==> config.mk <==
export PLATFORM = sky130hd
export DESIGN_NAME = pow32_sched
export DESIGN_NICKNAME = d
export VERILOG_FILES = /design/src/rtl/pow32_pkg.sv /design/src/rtl/pow32_job_fifo.sv /design/src/rtl/pow32_sched.sv
export SDC_FILE = /design/constraint.sdc
export NUM_CORES = 1
export LEC_CHECK = 0
export ABC_AREA = 1
export BUFFER_PORTS_ARGS = -buffer_cell sky130_fd_sc_hd__buf_2
export CORE_MARGIN = 10
export CORE_UTILIZATION = 25
export CTS_CLUSTER_DIAMETER = 30
export DETAILED_ROUTE_END_ITERATION = 8
export GPL_TIMING_DRIVEN = 0
export HOLD_SLACK_MARGIN = 0.12
export PLACE_DENSITY = 0.42
export SLEW_MARGIN = 20
export SYNTH_ARGS = -nofsm -noshare
export SYNTH_HDL_FRONTEND = slang
export SYNTH_HIERARCHICAL = 1
export SYNTH_SLANG_ARGS = --single-unit
export TNS_END_PERCENT = 1
==> constraint.sdc <==
create_clock -name clk -period 4.5 [get_ports clk]
set_clock_uncertainty 0.05 [all_clocks]
set_input_delay 0.225 -clock clk [delete_from_list [all_inputs] [get_ports clk]]
set_output_delay 0.225 -clock clk [all_outputs]
set_load 0.02 [all_outputs]
==> src/rtl/pow32_pkg.sv <==
// Shared types and constants for the pow32 job scheduler.
// The job struct carries its tag at the default tag width.
package pow32_pkg;

   localparam int OPW      = 32;
   localparam int TAGW_DEF = 4;

   typedef enum logic [1:0] {
      IDLE,
      LOAD,
      WAIT,
      HOLD
   } state_t;

   typedef struct packed {
      logic [OPW-1:0]      x;
      logic [OPW-1:0]      e;
      logic [TAGW_DEF-1:0] tag;
   } job_t;

endpackage

==> src/rtl/pow32_job_fifo.sv <==
// Synchronous job FIFO with exact occupancy; DEPTH must be a power of two
// so the pointers wrap naturally.
module pow32_job_fifo #(
   parameter int DEPTH = 4,
   parameter int W     = 8,
   localparam int AW   = $clog2(DEPTH)
) (
   input  logic          clk,
   input  logic          rst,
   input  logic          push,
   input  logic          pop,
   input  logic [W-1:0]  din,
   output logic [W-1:0]  dout,
   output logic          full,
   output logic          empty,
   output logic [AW:0]   level
);

   logic [W-1:0]  mem [DEPTH];
   logic [AW-1:0] wr_ptr;
   logic [AW-1:0] rd_ptr;
   logic          do_push;
   logic          do_pop;

   assign full    = (level == (AW+1)'(DEPTH));
   assign empty   = (level == '0);
   assign do_push = push && !full;
   assign do_pop  = pop && !empty;
   assign dout    = mem[rd_ptr];

   // Storage has no reset; only pointers and occupancy define validity.
   always_ff @(posedge clk) begin
      if (do_push) begin
         mem[wr_ptr] <= din;
      end
   end

   always_ff @(posedge clk) begin
      if (!rst) begin
         wr_ptr <= '0;
         rd_ptr <= '0;
         level  <= '0;
      end else begin
         if (do_push) begin
            wr_ptr <= wr_ptr + 1'b1;
         end
         if (do_pop) begin
            rd_ptr <= rd_ptr + 1'b1;
         end
         case ({do_push, do_pop})
            2'b10:   level <= level + 1'b1;
            2'b01:   level <= level - 1'b1;
            default: level <= level;
         endcase
      end
   end

endmodule

==> src/rtl/pow32_sched.sv <==
// Job scheduler in front of pow32: queues jobs, issues them one at a time
// with a load pulse, and returns each result (or a timeout error) in order.
module pow32_sched
   import pow32_pkg::*;
#(
   parameter int DEPTH   = 4,
   parameter int TAGW    = TAGW_DEF,
   parameter int TIMEOUT = 4096,
   localparam int LW     = $clog2(DEPTH) + 1
) (
   input  logic            clk,
   input  logic            rst,
   input  logic            in_valid,
   output logic            in_ready,
   input  logic [OPW-1:0]  in_x,
   input  logic [OPW-1:0]  in_e,
   input  logic [TAGW-1:0] in_tag,
   output logic            eng_ld,
   output logic [OPW-1:0]  eng_x,
   output logic [OPW-1:0]  eng_e,
   input  logic            eng_done,
   input  logic [OPW-1:0]  eng_y,
   output logic            out_valid,
   input  logic            out_ready,
   output logic [OPW-1:0]  out_y,
   output logic [TAGW-1:0] out_tag,
   output logic            out_err,
   output logic            busy,
   output logic [LW-1:0]   level
);

   localparam int TW = $clog2(TIMEOUT) + 1;

   state_t         state_q, state_d;
   job_t           job_q, job_d, job_in, fifo_dout;
   logic           armed_q, armed_d;
   logic [TW-1:0]  timer_q, timer_d;
   logic           valid_d, err_d;
   logic [OPW-1:0] y_d;
   logic [TAGW-1:0] tag_d;
   logic           fifo_full, fifo_empty, push, pop;

   assign in_ready = !fifo_full && rst;
   assign push     = in_valid && in_ready;
   assign eng_x    = job_q.x;
   assign eng_e    = job_q.e;
   assign busy     = (state_q != IDLE) || (level != '0) || out_valid;

   always_comb begin
      job_in     = '0;
      job_in.x   = in_x;
      job_in.e   = in_e;
      job_in.tag = TAGW_DEF'(in_tag);
   end

   pow32_job_fifo #(
      .DEPTH (DEPTH),
      .W     ($bits(job_t))
   ) u_fifo (
      .clk   (clk),
      .rst   (rst),
      .push  (push),
      .pop   (pop),
      .din   (job_in),
      .dout  (fifo_dout),
      .full  (fifo_full),
      .empty (fifo_empty),
      .level (level)
   );

   // armed guards against a done still high from the previous job.
   always_comb begin
      state_d = state_q;
      job_d   = job_q;
      armed_d = armed_q;
      timer_d = timer_q;
      valid_d = out_valid;
      y_d     = out_y;
      tag_d   = out_tag;
      err_d   = out_err;
      pop     = 1'b0;
      eng_ld  = 1'b0;

      if (out_valid && out_ready) begin
         valid_d = 1'b0;
      end

      case (state_q)
         IDLE: begin
            if (!fifo_empty && !out_valid) begin
               pop     = 1'b1;
               job_d   = fifo_dout;
               state_d = LOAD;
            end
         end
         LOAD: begin
            eng_ld  = 1'b1;
            armed_d = 1'b0;
            timer_d = '0;
            state_d = WAIT;
         end
         WAIT: begin
            timer_d = timer_q + 1'b1;
            if (!eng_done) begin
               armed_d = 1'b1;
            end
            if (armed_q && eng_done) begin
               y_d     = eng_y;
               tag_d   = TAGW'(job_q.tag);
               err_d   = 1'b0;
               valid_d = 1'b1;
               state_d = out_ready ? IDLE : HOLD;
            end else if (timer_q == TW'(TIMEOUT - 1)) begin
               y_d     = '0;
               tag_d   = TAGW'(job_q.tag);
               err_d   = 1'b1;
               valid_d = 1'b1;
               state_d = HOLD;
            end
         end
         HOLD: begin
            if (out_ready) begin
               state_d = IDLE;
            end
         end
         default: state_d = IDLE;
      endcase
   end

   always_ff @(posedge clk) begin
      if (!rst) begin
         state_q   <= IDLE;
         job_q     <= '0;
         armed_q   <= 1'b0;
         timer_q   <= '0;
         out_valid <= 1'b0;
         out_y     <= '0;
         out_tag   <= '0;
         out_err   <= 1'b0;
      end else begin
         state_q   <= state_d;
         job_q     <= job_d;
         armed_q   <= armed_d;
         timer_q   <= timer_d;
         out_valid <= valid_d;
         out_y     <= y_d;
         out_tag   <= tag_d;
         out_err   <= err_d;
      end
   end

endmodule
* Word-level counts from Yosys, hierarchy flattened
Memories as Yosys holds them, arrays and structs flattened. A register that Yosys moved wholly into a read port is not among the register bits. Index checks and enable logic that the tools add are counted.
Word-level totals: register bits after elaboration 61, memory bits (writable) 272, input bits 105, output and inout bits 108, logic and storage cells 76, memories 1
Memory list:
- u_fifo.mem | words 4, width 68, rd ports 1, clocked after Yosys merged registers in 1, write ports 1, line pow32_job_fifo.sv:19 | logic [W-1:0] mem [DEPTH];
Operators by class: $add $sub $neg 5, eq/ne operators 11, muxes and demuxes 25, reduce and logical (&&, ||, !) cells 24
Operators by type and width (number):
- two-way mux 32 bit | 2
- one-hot mux 13 bit (2 select lines) | 1
- adder 13 x 1 -> 13 bit, second input constant | 1
- == test 13 x 12 -> 1 bit, second input constant | 1
- two-way mux 1 bit | 12
- two-way mux 2 bit | 5
- two-way mux 4 bit | 2
- one-hot mux 2 bit (4 select lines) | 1
- nonzero test 2 bit | 4
- logical AND 1 bit | 7
- == test 2 bit, second input constant | 3
- != test 2 bit, second input constant | 3
- one-hot mux 3 bit (2 select lines) | 1
- AND reduction 2 bit | 3
- adder 2 x 1 -> 2 bit, second input constant | 2
- == test 2 x 1 -> 1 bit, second input constant | 2
- logical NOT 1 bit | 4
- adder 3 x 1 -> 3 bit, second input constant | 1
- == test 3 bit, second input constant | 1
- logical NOT 3 bit | 1
- != test 3 bit, second input constant | 1
- AND reduction 3 bit | 1
- nonzero test 3 bit | 1
- subtractor 3 x 1 -> 3 bit, second input constant | 1
- other kinds (3) | 4

* Longest topological paths before layout
Gate-level depths: netlist (run 1).
depth after elaboration 8, depth in mapped cells 18, depth with buffers taken out 17

* By module
The synthesis (run 1) kept the hierarchy.
Modules (own cells, without submodules):
- pow32_job_fifo | instances 1, cells an instance 726, area each 10542.6 sq um, sequential area each 8348.0 sq um
- pow32_sched | instances 1, cells an instance 659, area each 4998.5 sq um, sequential area each 2442.3 sq um

* Worst setup path before layout (run 1)
Ideal clock, no wire load.
path type register to register, start point register u_fifo.level[1], end point memory u_fifo/mem[0][0] (netlist bit), enable pin, setup time 0.495 ns, arrival time 4.275 ns, required time 3.955 ns, slack -0.319 ns, cell stages (with the launch flop) 7, buffers on the path 0, clock period less this slack 4.819 ns, path through dfxtp_1 inv_1 nand3_1 inv_1 nor3b_1 nand2_1 nor2_1
Between the ends: cells in the longest elaborated chain, start to end 7
RTL lines:
- start, declared | line pow32_job_fifo.sv:16 | output logic [AW:0] level
- start signal, assigned | line pow32_job_fifo.sv:51 | 2'b10: level <= level + 1'b1;
- start signal, assigned | line pow32_job_fifo.sv:52 | 2'b01: level <= level - 1'b1;
- start signal, assigned | line pow32_job_fifo.sv:53 | default: level <= level;
- == test 3 bit | line pow32_job_fifo.sv:25 | assign full = (level == (AW+1)'(DEPTH));
- net fifo_full | line pow32_sched.sv:41 | logic fifo_full, fifo_empty, push, pop;
- logical NOT 1 bit | line pow32_sched.sv:43 | assign in_ready = !fifo_full && rst;
- logical AND 1 bit | line pow32_sched.sv:43
- logical AND 1 bit | line pow32_sched.sv:44 | assign push = in_valid && in_ready;
- net push | line pow32_sched.sv:41
- logical AND 1 bit | line pow32_job_fifo.sv:27 | assign do_push = push && !full;
- two-way mux 1 bit | line pow32_job_fifo.sv:33 | if (do_push) begin
- two-way mux 1 bit (implied by the code) | line pow32_job_fifo.sv:34 | mem[wr_ptr] <= din;
- end, declared | line pow32_job_fifo.sv:19
The timed path passes the listed nets, and every way through them passes these cells.

* Worst setup path in the final report (run 1)
start point input port rst, end point memory u_fifo/mem[3][9] (netlist bit), enable pin
Between the ends: cells in the longest elaborated chain, start to end 5
RTL lines:
- start, declared | line pow32_sched.sv:12 | input logic rst,
- logical AND 1 bit | line pow32_sched.sv:43
- logical AND 1 bit | line pow32_sched.sv:44
- net push | line pow32_sched.sv:41
- logical AND 1 bit | line pow32_job_fifo.sv:27
- two-way mux 1 bit | line pow32_job_fifo.sv:33
- two-way mux 1 bit (implied by the code) | line pow32_job_fifo.sv:34
The timed path passes the listed nets, and every way through them passes these cells.

==> summary.md, run 1 <==
| Metric | Value |
|---|---|
| Antenna cells | `0` |
| Most used DFF post-synth | `edfxtp_1` |
| Final nets | `1937` |
| Routed wire length per instance | `17.3 µm` |
| Max-cap violations | `0` |
| Clk_lat worst skew | `630 ps` |
| Core area | `0.0616 mm²` |
| Synth Net Count | `1501` |
| Sequential-to-total area share from yosys stat | `69.4%` |
| Pwr/cell area | `688 mW/mm²` |
| Initial antenna violation count | `5` |
| First-pass GRT wire length | `72300 µm` |
| CP arrival | `4150 ps` |
| Via density | `4.24` |
| Largest net degree at the start of global routing | `21` |
| Number of global-route vias before repair | `12100` |
| Worst setup EP type | `flop` |
| Dpl cells | `2450` |
| Antenna Nets Post-Route | `0` |
| Status | `finished clean` |
| RSZ-0062 raised after global routing | `false` |
| Clock tree root driver cell | `clkbuf_16` |
| Hold depth | `2` |
| Area contributors post-synth | `edfxtp_1, dfxtp_1, nor2_1` |
| Row Count | `91` |
| Top post-synthesis cells by count | `nor2_1, edfxtp_1, o21ai_0, dfxtp_1, nand2_1` |
| Slew of the pin with the lowest slew margin | `899 ps` |
| Synth warn | `6` |
| Synth top area share | `52.6%` |
| GRT Util Overall | `12.8%` |
| Synthesized area | `0.0155 mm²` |
| Final Hold Vio Count | `0` |
| Post-CTS resize count | `0` |
| Share of cells above drive strength 1 | `27.3%` |
| # IOs | `213` |
| CTS tree | `done` |
| Grt total ovfl | `0` |
| Worst Path Max Fanout | `15` |
| DR pass1 iterations | `5` |
| Type of origin of the critical path | `primary input` |
| Worst vdd ir | `0.000269 V` |
| Post-CTS Setup Inserts | `0` |
| Die area | `0.0725 mm²` |
| Initial drt markers | `679` |
| Final worst path period share | `86.6%` |
| Finished Layout Cells | `2747` |
| Synth cell types | `30` |
| Initial core utilization | `25.2%` |
| Final GP Congestion | `0.746` |
| Clock transition at the registers of the reported paths | `40 ps` |
| EDFF count, synth | `272` |
| Routed WL | `47400 µm` |
| Port Buf Inserts | `212` |
| Req. time, crit path | `4760 ps` |
| LEAKAGE | `8.88 nW` |
| Worst-case clock buffer depth | `3` |
| Final-report setup violation count | `0` |
| Worst hold path class | `primary input to flop` |
| Setup TNS | `0 ps` |
| Routed vias | `11600` |
| WS Path Type | `primary input to flop` |
| Synth area leader | `edfxtp_1` |
| Fmax | `0.257 GHz` |
| Worst relative slew slack | `40.1%` |
| Synth async-reset ratio | `0%` |
| H-tree levels | `3` |
| Synthesis-stage register bit count | `403` |
| Post-CTS Hold Buffers | `104` |
| Final max-slew violation count | `0` |
| Horiz. Die Dim | `269 µm` |
| Mapped Cells | `1385` |
| Syn Area/Cell | `11.2 µm²` |
| Post-layout util | `37.0%` |
| Clock sink count | `403` |
| DRC viols | `0` |
| HPWL Detailed | `31000 µm` |
| Die height | `269 µm` |
| Cts bufs inserted | `102` |
| Area growth from synthesis to layout | `46.5%` |
| R2r worst-path depth | `18` |
| Most common cell in the netlist | `nor2_1` |
| Period minus WS final | `3900 ps` |
==> routing by layer <==
| metal | track usage, % | vias to the layer above | share of wire, % |
|---|---|---|---|
| met5 | 0 | - | 0.097 |
| met4 | 4.80 | 8 | 1.9 |
| met3 | 3.36 | 71 | 5.8 |
| met2 | 20.9 | 305 | 47 |
| met1 | 16.1 | 5556 | 45 |
| li1 | - | 5694 | - |
==> per-stage QoR <==
stage / setup slack (ps) / hold WS (ps) / area, µm² / total power [mW]
floorplan: -319 / 274 / 15500 / 6.87
global placement: -4440 / 392 / 17600 / 8.12
detailed placement: 450 / 396 / 18100 / 8.16
CTS: 434 / 269 / 22800 / 15.9
global route: 174 / 298 / 22800 / 16.5
finish: 603 / 305 / 22800 / 15.6
==> cells by family (layout without fill, tap and decap cells) <==
| group | after synthesis | count (layout) | synth area share (%) |
|---|---|---|---|
| compound gates | 339 | 339 | 11.5 |
| fa+ha+maj | 11 | 11 | 0.934 |
| buf+inv | 183 | 708 | 6.84 |
| simple gates | 449 | 449 | 11.3 |
| flops | 403 | 403 | 69.4 |
==> cells in the final DEF, fill, tap and decap left out, types with 6 or more instances in the layout <==
master and instances:
o21ai_1 8, nand3_1 16, a21oi_1 54, nand2_1 112
buf_6 12, buf_12 6, o21ai_0 207, dlygate4sd3_1 104
dfxtp_1 131, clkbuf_2 10, buf_2 234, clkbuf_16 103
clkbuf_1 47, bufinv_16 17, nor3_1 6, clkinv_1 8
clkbuf_8 13, clkinv_2 18, inv_1 37, edfxtp_1 272
inv_6 7, buf_16 10, buf_4 64, ha_1 10
o22ai_1 68, nor2_1 301, clkinvlp_4 10
==> where the power goes <==
part           internal (mW)  switching (mW)  total, mW
registers               4.43           0.220       4.65
logic                   1.27            2.17       3.44
clock network           5.36            2.21       7.56
total                   11.0            4.60       15.6
==> layout make-up <==
class / count / area (µm²)
tap: 837 / 1050
fill: 6049 / 38800
sequential: 403 / 10800
inverter: 42 / 163
clock inverter: 63 / 837
buffer: 141 / 900
multi-input combinational: 799 / 3720
timing repair buffer: 332 / 2500
clock buffer: 130 / 2810
==> sequential cells by signal (all words and copies together) (netlist names), named ones only <==
name,cells
armed_q,1
eng_e,32
eng_x,32
job_q,4
out_err,1
out_tag,4
out_valid,1
out_y,32
state_q,2
timer_q,13
u_fifo/level,3
u_fifo/mem,272
u_fifo/rd_ptr,2
u_fifo/wr_ptr,2
==> path summary, 6_finish.rpt <==
path	slack, ps	start	endpoint
worst max-delay path	600	rst	u_fifo/mem[3][9]$_DFFE_PP_
worst min-delay path	310	in_x[17]	u_fifo/mem[0][53]$_DFFE_PP_
worst min register to register	400	out_y[19]$_SDFFE_PN0P_	out_y[19]$_SDFFE_PN0P_
worst max register to register	610	u_fifo/level[0]$_SDFFE_PN0P_	u_fifo/level[2]$_SDFFE_PN0P_
==> worst max-delay path, cell delays in order <==
cell and delay [ps]:
dlygate4sd3_1 560, buf_2 220, buf_2 500, clkinv_1 300, nor3b_1 720, nand2_1 460, nor2_4 580, buf_16 220
buf_16 170, buf_16 170
(Power assumes the default switching activity.)
==> run 2, diff against run 1 <==
--- a/config.mk
+++ b/config.mk
@@ -7,13 +7,16 @@
 export LEC_CHECK = 0
 export ABC_AREA = 1
 export BUFFER_PORTS_ARGS = -buffer_cell sky130_fd_sc_hd__buf_2
+export CELL_PAD_IN_SITES_DETAIL_PLACEMENT = 1
+export CELL_PAD_IN_SITES_GLOBAL_PLACEMENT = 1
 export CORE_MARGIN = 10
 export CORE_UTILIZATION = 25
 export CTS_CLUSTER_DIAMETER = 30
 export DETAILED_ROUTE_END_ITERATION = 8
 export GPL_TIMING_DRIVEN = 0
 export HOLD_SLACK_MARGIN = 0.12
-export PLACE_DENSITY = 0.42
+export PLACE_DENSITY = 0.5
+export SKIP_CTS_REPAIR_TIMING = 1
 export SLEW_MARGIN = 20
 export SYNTH_ARGS = -nofsm -noshare
 export SYNTH_HDL_FRONTEND = slang
==> constraint.sdc (replaced) <==
create_clock -name clk -period 3.15 [get_ports clk]
set_clock_uncertainty 0.05 [all_clocks]
set_input_delay 0.1575 -clock clk [delete_from_list [all_inputs] [get_ports clk]]
set_output_delay 0.1575 -clock clk [all_outputs]
set_load 0.02 [all_outputs]
==> run 2 against run 1 <==
  * First-iteration DRC count shrank 36%
  * Register-to-register slack lost 340 ps
  * Setup slack lost 330 ps
  * Design area grew 0.26%
  * Flip-flop and latch count is the same
  * Count of clock-buffer cells in the layout grew 3
  * Worst hold slack lost 150 ps
  * Global-route usage grew 0.61 points
  * Clock power grew 42%
  * Die area is the same
  * Sequential share of layout area shrank 0.12 points
  * Non-clock buffer count grew 9
==> summary.md, run 2 (synthesized netlist as in run 1, its figures left out) <==
| Metric | Value |
|---|---|
| Reg2Reg Setup Slack | `270 ps (was 610 ps)` |
| Pwr/cell area | `982 mW/mm² (was 688 mW/mm²)` |
| Routed WL | `50900 µm (was 47400 µm)` |
| Via density | `4.31 (was 4.24)` |
| Clock tree root driver cell | `clkbuf_16 (unchanged)` |
| Hold slack | `152 ps (was 305 ps)` |
| Critical path origin | `u_fifo/level[1]$_SDFFE_PN0P_ (was rst)` |
| DRC viols | `0 (unchanged)` |
| R2R Path Start | `u_fifo/level[1]$_SDFFE_PN0P_ (was u_fifo/level[0]$_SDFFE_PN0P_)` |
| Final-report setup violation count | `0 (unchanged)` |
| Initial drt markers | `436 (was 679)` |
| Final max-slew violation count | `0 (unchanged)` |
| RSZ-0062 raised after global routing | `true (was false)` |
| Final GP Congestion | `0.724 (was 0.746)` |
| Final Cell Area | `0.0228 mm² (about the same)` |
| Post-route setup slack | `274 ps (was 603 ps)` |
| Pre-CTS WS | `-735 ps (was 450 ps)` |
| Commonest cells after routing, fill and taps aside | `nor2_1, edfxtp_1, buf_2, o21ai_0, dfxtp_1 (unchanged)` |
| Status | `finished clean (unchanged)` |
| Die height | `269 µm (unchanged)` |
| Worst hold path class | `primary input to flop (unchanged)` |
| Worst setup EP type | `flop (unchanged)` |
| DR pass1 iterations | `4 (was 5)` |
| Worst relative slew slack | `48.8% (was 40.1%)` |
| Row Count | `91 (unchanged)` |
| Final worst path period share | `91.3%` |
| Worst vdd ir | `0.000471 V (was 0.000269 V)` |
| Core area | `0.0616 mm² (unchanged)` |
| Horiz. Die Dim | `269 µm (unchanged)` |
| CP arrival | `3340 ps (was 4150 ps)` |
| First-pass GRT wire length | `75300 µm (was 72300 µm)` |
| Clock transition at the registers of the reported paths | `40 ps (about the same)` |
| # IOs | `213 (unchanged)` |
| Cts bufs inserted | `105 (was 102)` |
| Largest net degree at the start of global routing | `23 (was 21)` |
| Worst Setup EP | `u_fifo/level[2]$_SDFFE_PN0P_ (was u_fifo/mem[3][9]$_DFFE_PP_)` |
| LEAKAGE | `8.92 nW (was 8.88 nW)` |
| Area growth from synthesis to layout | `46.8% (was 46.5%)` |
| Final Hold Vio Count | `0 (unchanged)` |
| Antenna Nets Post-Route | `0 (unchanged)` |
| Max FFs per register | `272 (unchanged)` |
| Period minus WS final | `2880 ps` |
| Worst Path Max Fanout | `12 (was 15)` |
| Fmax | `0.348 GHz` |
| # fillers | `6689 (was 6049)` |
| Max-cap violations | `0 (unchanged)` |
| Reg2reg end | `u_fifo/level[2]$_SDFFE_PN0P_ (unchanged)` |
| Worst-case clock buffer depth | `3 (unchanged)` |
| R2r worst-path depth | `18 (unchanged)` |
| Initial core utilization | `25.2% (unchanged)` |
| Routed vias | `11900 (was 11600)` |
| HPWL Detailed | `33600 µm (was 31000 µm)` |
| Clock sink count | `403 (unchanged)` |
| GRT Util Overall | `13.4% (was 12.8%)` |
| Sequential cell area | `0.0108 mm² (unchanged)` |
| Most flops, register | `u_fifo/mem (unchanged)` |
| Share of cells above drive strength 1 | `27.5% (was 27.3%)` |
| Clk_lat worst skew | `630 ps (about the same)` |
| Multi-input gate area | `0.00374 mm² (was 0.00372 mm²)` |
| Most common cell after layout, fill and taps aside | `nor2_1 (unchanged)` |
| Req. time, crit path | `3620 ps (was 4760 ps)` |
| Pwr Total | `22.4 mW (was 15.6 mW)` |
| Grt total ovfl | `0 (unchanged)` |
| Number of global-route vias before repair | `12300 (was 12100)` |
| WS Path Type | `flop to flop (was primary input to flop)` |
| Setup TNS | `0 ps (unchanged)` |
| Slew of the pin with the lowest slew margin | `769 ps (was 899 ps)` |
| CTS tree | `done (unchanged)` |
| Routed wire length per instance | `18.4 µm (was 17.3 µm)` |
| Post-Place Cell Area | `0.0181 mm² (about the same)` |
| Final nets | `1949 (was 1937)` |
| H-tree levels | `3 (unchanged)` |
| Initial antenna violation count | `6 (was 5)` |
| Type of origin of the critical path | `flop (was primary input)` |
| Die area | `0.0725 mm² (unchanged)` |
| Port Buf Inserts | `212 (unchanged)` |
==> run 2: layout make-up <==
class | count | area share, %
Multi-Input combinational cell | 799 | 16.4
Inverter | 42 | 0.729
Timing Repair Buffer | 341 | 11.2
Sequential cell | 403 | 47.3
Clock buffer | 133 | 12.5
Tap cell | 837 | 4.59
Clock inverter | 65 | 3.33
Buffer | 141 | 3.97
Antenna cell | 2 | 0.0219
==> run 2: per-stage QoR <==
stage	utilization, %	std cells
2_1_floorplan	-	1385
3_3_place_gp	28.7	2434
3_5_place_dp	29.3	2451
4_1_cts	35.2	2649
5_1_grt	37.0	2763
6_report	37.0	2763
==> run 2: critical path, stage by stage (launching register included) <==
cell and delay (ps):
dfxtp_1 380, inv_1 110, nand3_1 220, inv_1 110
nor2_2 160, nand2_4 170, clkinvlp_4 220, buf_6 220
inv_1 60, nor2_1 110, ha_1 170, inv_1 70
fa_1 390, inv_1 70, nand2_1 60, nand3_1 70
nand2_1 50, inv_1 40, nor2_1 30
==> run 2: routing by layer <==
layer  part of all wire, %  GRT usage [%]
met2                    47           21.8
met4                   2.1           5.19
met5                 0.073              0
met3                   4.9           4.28
met1                    46           16.4
==> run 2: worst min path at each step <==
stage,end,slack [ps],cells after the start,start
2_1_floorplan,u_fifo/mem[0][0]$_DFFE_PP_,210,0,in_tag[0]
3_3_place_gp,u_fifo/mem[3][45]$_DFFE_PP_,320,1,in_x[9]
3_5_place_dp,u_fifo/mem[3][32]$_DFFE_PP_,320,1,in_e[28]
4_1_cts,u_fifo/mem[1][45]$_DFFE_PP_,-350,1,in_x[9]
5_1_grt,out_err$_SDFFE_PN0P_,180,4,rst
6_report,out_err$_SDFFE_PN0P_,150,4,rst
==> run 2: where the power goes <==
group | switching [mW] | internal, mW | total, mW | leakage, nW
Combinational | 3.21 | 1.84 | 5.05 | 3.62
Clock | 3.24 | 7.48 | 10.7 | 1.75
Sequential | 0.321 | 6.32 | 6.65 | 3.54
Total | 6.77 | 15.6 | 22.4 | 8.92
